## config.mk

```make
export PLATFORM = sky130hd
export DESIGN_NAME = eth_sat_cnt
export DESIGN_NICKNAME = d
export VERILOG_FILES = /design/src/rtl/eth_sat_cnt.sv
export SDC_FILE = /design/constraint.sdc
export NUM_CORES = 1
export LEC_CHECK = 0
export ABC_AREA = 1
export BUFFER_PORTS_ARGS = -buffer_cell sky130_fd_sc_hd__buf_2
export CORE_UTILIZATION = 55
export DETAILED_ROUTE_END_ITERATION = 7
export GPL_ROUTABILITY_DRIVEN = 0
export PLACE_DENSITY = 0.81
export SYNTH_ARGS = -nofsm -noshare
export SYNTH_HDL_FRONTEND = slang
export SYNTH_SLANG_ARGS = --single-unit
```

## constraint.sdc

```tcl
create_clock -name clk -period 1.9 [get_ports clk]
set_input_delay 0.38 -clock clk [delete_from_list [all_inputs] [get_ports clk]]
set_output_delay 0.38 -clock clk [all_outputs]
set_load 0.005 [all_outputs]
```

## src/rtl/eth_sat_cnt.sv

```systemverilog
// Saturating statistics counter.
//   clk, resetN : clock, async active-low reset
//   inc         : add 1 this cycle
//   inc2        : add 2 this cycle (takes precedence over inc)
//   cnt         : count, sticks at all-ones instead of wrapping
module eth_sat_cnt #(
  parameter int CNT_W = 32
) (
  input  logic             clk,
  input  logic             resetN,
  input  logic             inc,
  input  logic             inc2,
  output logic [CNT_W-1:0] cnt
);

  // One extra bit catches the carry out so saturation is a single test.
  logic [CNT_W:0] sum;

  always_comb begin
    sum = {1'b0, cnt};
    if (inc2)     sum = sum + (CNT_W+1)'(2);
    else if (inc) sum = sum + (CNT_W+1)'(1);
  end

  always_ff @(posedge clk or negedge resetN) begin
    if (!resetN)          cnt <= '0;
    else if (sum[CNT_W])  cnt <= '1;
    else                  cnt <= sum[CNT_W-1:0];
  end

endmodule

```

After elaboration in Yosys (flattened, before gate mapping). Index checks and enable logic that the tools add are counted.

Add/subtract/negate cells: 2. Muxes and demuxes: 3. Reduce and logical (&&, ||, !) cells: 1.

Operator list (count): two-way mux 33 bit (2); adder 32 x 1 -> 33 bit (second input constant) (1); adder 32 x 2 -> 33 bit (second input constant) (1); two-way mux 32 bit (1); nonzero test 3 bit (1).

Logic and storage cells: 7. Bits in registers: 32. Input bits: 4. Output and inout port bits: 32.

Depth between registers and ports, before layout.
Depth in word-level cells: 4. Gate-level depth with buffers: 10. Mapped depth without buffers: 10.

Worst setup path after synthesis. No wires, ideal clock.

Kind: register to register. Start point: register cnt[0]. End point: register cnt[11]. Clock period less this slack: 1.743 ns. Arrival time: 1.610 ns. Path slack: 0.157 ns. Path buffers: 1. Stages on the path, launching flop included: 11. Required time: 1.767 ns. Library setup time: 0.133 ns. Cell sequence: dfrtp_1 > ha_1 > inv_1 > nor2_4 > nand2_2 > nor2_2 > nand3_1 > nor2_2 > nor2_2 > buf_6 > nand4_1.

Longest elaborated chain between the ends: 4. Elaborated cells on any way between the ends: 6. Those cells by class: 2 x add/sub; 3 x mux; 1 x reduce/logical.

RTL lines: from (decl) (line 13) `output logic [CNT_W-1:0] cnt`; from (signal assigned) (line 28) `else cnt <= sum[CNT_W-1:0];`; adder 32 x 1 -> 33 bit (line 22) `else if (inc) sum = sum + (CNT_W+1)'(1);`; two-way mux 33 bit (line 22); two-way mux 33 bit * (line 21) `if (inc2) sum = sum + (CNT_W+1)'(2);`; nonzero test 3 bit (no line) / two-way mux 32 bit (equally long branches).

Every way passes the cells marked *; elsewhere a longest branch is shown, timed or not. The select of a mux whose other input is x is not followed. A chain may end at the register's enable or synchronous reset.

Final worst setup path.
Start point: register cnt[1]. End point: register cnt[14].

The elaborated chain is that of the path after synthesis.

==> impl_metrics.env <==
export IMPL_top_regs="cnt: 32 flops"
export IMPL_dp_hpwl_mm=6.16
export IMPL_antenna_found_initial=0
export IMPL_stdcell_count=578
export IMPL_wl_per_cell_um=14.4
export IMPL_worstPathMaxFanout=11
export IMPL_grt_pass1_vias=2895
export IMPL_dieArea_um2=5470
export IMPL_drv_cap=0
export IMPL_cp_arrival_ps=1920
export IMPL_netlist_area_um2=2850
export IMPL_holdWs_ps=147
export IMPL_r2r_end="cnt[14]"
export IMPL_clockBufferDepth=2
export IMPL_synth_edff_count=0
export IMPL_synthAdderAreaFrac_pct=1.32
export IMPL_worst_setup_path_type="register to register"
export IMPL_synth_nets=472
export IMPL_yosysSeqAreaShare_pct=28.1
export IMPL_largest_reg_flops=32
export IMPL_ant_nets=0
export IMPL_outcome="completed"
export IMPL_p_per_area_nw_per_um2=774
export IMPL_synthSimpleGateAreaFrac_pct=52.9
export IMPL_yosys_warnings=0
export IMPL_synth_cells=465
export IMPL_cp_required_ps=2060
export IMPL_clockRootBuffer="clkbuf_8"
export IMPL_fmax_ghz=0.570
export IMPL_grt_overflow=0
export IMPL_r2r_start="cnt[1]"
export IMPL_dp_cells=571
export IMPL_slew_headroom_pct=50.3
export IMPL_drc=0
export IMPL_drive_above_1_share_pct=18.8
export IMPL_cts_sinks=32
export IMPL_synth_cell_types=25
export IMPL_vias_per_cell=5.76
export IMPL_reg2regPathDepth=10
export IMPL_synth_mux_area_share_pct=0
export IMPL_synthFlopType="dfrtp_1"
export IMPL_largest_register="cnt"
export IMPL_hold_viol=0
export IMPL_r2r_slack_ps=150
export IMPL_grt_max_degree=33
export IMPL_cts_reportedPaths_clkPinSlew_ps=80
export IMPL_finalClockSkew_ps=8.13
export IMPL_synth_avg_cell_area_um2=6.12
export IMPL_period_minus_slack_ps=1750
export IMPL_clkLatencyLatePin_ps=290
export IMPL_area_delta_synth_final_pct=15.6
export IMPL_dr_pass1_iters=7
export IMPL_synth_compound_area_share_pct=8.48
export IMPL_groute_usage_overall_pct=32.7
export IMPL_cts_tree="yes"
export IMPL_worst_pin_slew_ps=745
export IMPL_synth_top_family_by_area="simple AND/OR/NAND/NOR gates"
export IMPL_num_antenna_cells=0
export IMPL_die_x_um=74.0
export IMPL_io_pins=36
export IMPL_ys_ff_latch=32
export IMPL_die_height_um=74.0
export IMPL_fin_nets=518
export IMPL_htree_num_levels=2
export IMPL_placement_io_buffers=35
export IMPL_initial_core_util_pct=58.7
export IMPL_setup_viol=0
export IMPL_total_power_mw=2.55
export IMPL_vias=3332
export IMPL_crit_path_start_kind="register"
export IMPL_slew_viol_final=0
export IMPL_p_leak_nw=1.43
export IMPL_vdd_ir_drop_max_uv=531
export IMPL_finalWirelength_mm=8.32
export IMPL_ctsHoldBuffers=0
export IMPL_drt_iter0_markers=379
export IMPL_numCtsBuffers=5
export IMPL_async_reset_ff_share_pct=100
export IMPL_worstHoldPathType="input pin to asynchronous set/reset pin"
export IMPL_period_share_pct=92.4
export IMPL_end_kind="register"
export IMPL_grt_pass1_wl_mm=13.7
export IMPL_core_region_area_um2=4850
export IMPL_placementRows=25
export IMPL_synth_xor_area_share_pct=1.23
-- through the flow --
stage / setup WS [ps] / instance area, um2 / setup TNS (ps) / utilization, %
final: 145 / 3290 / 0 / 67.9
after floorplan: 157 / 2850 / 0 / -
after detailed placement: 17.1 / 3180 / 0 / 65.7
after CTS: 11.4 / 3260 / 0 / 67.3
after global routing: -23.7 / 3290 / -32.6 / 67.9
after global placement: 143 / 3180 / 0 / 65.7
-- placed cells by master, fill, tap and decap left out --
master,n
nand3_1,75
clkinv_2,1
o211ai_1,1
nor2_2,14
nand4_1,22
ha_1,3
o22ai_1,1
clkbuf_8,5
and3_1,1
nand4_2,6
nand2_1,143
xnor2_1,2
xor2_1,2
or2_2,2
buf_12,1
and2_1,2
o21ai_0,25
nor2_1,43
dfrtp_1,30
buf_4,16
nand2_2,7
nor2_4,7
dfrtp_2,2
a21oi_1,19
inv_1,43
buf_2,35
a22oi_1,1
nand3b_1,1
clkbuf_1,1
-- metal layers --
metal  track usage, %  share of wire, %
met4             6.62               1.6
met1             45.4                43
met5                0                 0
met3             4.61               7.5
met2             54.5                48
-- power by group --
group / total, mW / internal, mW / switching (mW) / leakage [nW]
registers: 1.12 / 0.838 / 0.283 / 0.411
logic: 0.903 / 0.403 / 0.500 / 0.982
clock network: 0.522 / 0.249 / 0.273 / 0.0410
-- synth_stat cells, types with 3 or more instances --
cell	n	area, um2
nand3_1	75	375
nand4_1	22	138
o21ai_0	25	125
nand2_1	143	537
nor2_1	49	184
a21oi_1	19	95.1
inv_1	43	161
nor2_4	4	45.0
dfrtp_1	32	801
ha_1	3	37.5
nand4_2	6	75.1
clkbuf_1	9	33.8
nand2_2	7	43.8
nor2_2	11	68.8
-- final cells by class --
type	count	area, um2
Multi-Input combinational cell	377	1850
Sequential cell	32	803
Inverter	43	161
Timing Repair Buffer	52	315
Fill cell	440	1560
Clock inverter	1	5.00
Tap cell	67	83.8
Clock buffer	6	72.6
-- critical path, stage by stage, from the launching register on --
cell,delay (ps)
dfrtp_2,460
ha_1,220
inv_1,90
nor2_4,50
nand2_2,130
nor2_2,80
nand3_1,100
nor2_2,40
nor2_2,150
buf_4,210
nand4_1,100
-- cell families (layout without fill, tap and decap cells) --
| kind of cell | count (synthesis) | after routing |
|---|---|---|
| simple gates | 323 | 323 |
| buf+inv | 56 | 102 |
| compound gates | 47 | 47 |
| flops | 32 | 32 |
| xor+xnor | 4 | 4 |
| fa+ha+maj | 3 | 3 |
-- how the worst max path moves through the flow --
stage | slack (ps) | endpoint | startpoint
floorplan | 160 | cnt[11] | cnt[0]
global route | -20 | cnt[11] | cnt[1]
global placement | 140 | cnt[31] | cnt[1]
CTS | 10 | cnt[19] | cnt[1]
finish | 150 | cnt[14] | cnt[1]
detailed placement | 20 | cnt[19] | cnt[1]
-- timing repair --
| item | 4_1_cts | 5_1_grt |
|---|---|---|
| endpoints found under the setup margin | 0 | 19 |
| gates resized for setup | 0 | 10 |
| buffers inserted | 0 | 0 |
No activity file was read; power rests on OpenSTA's default activity.
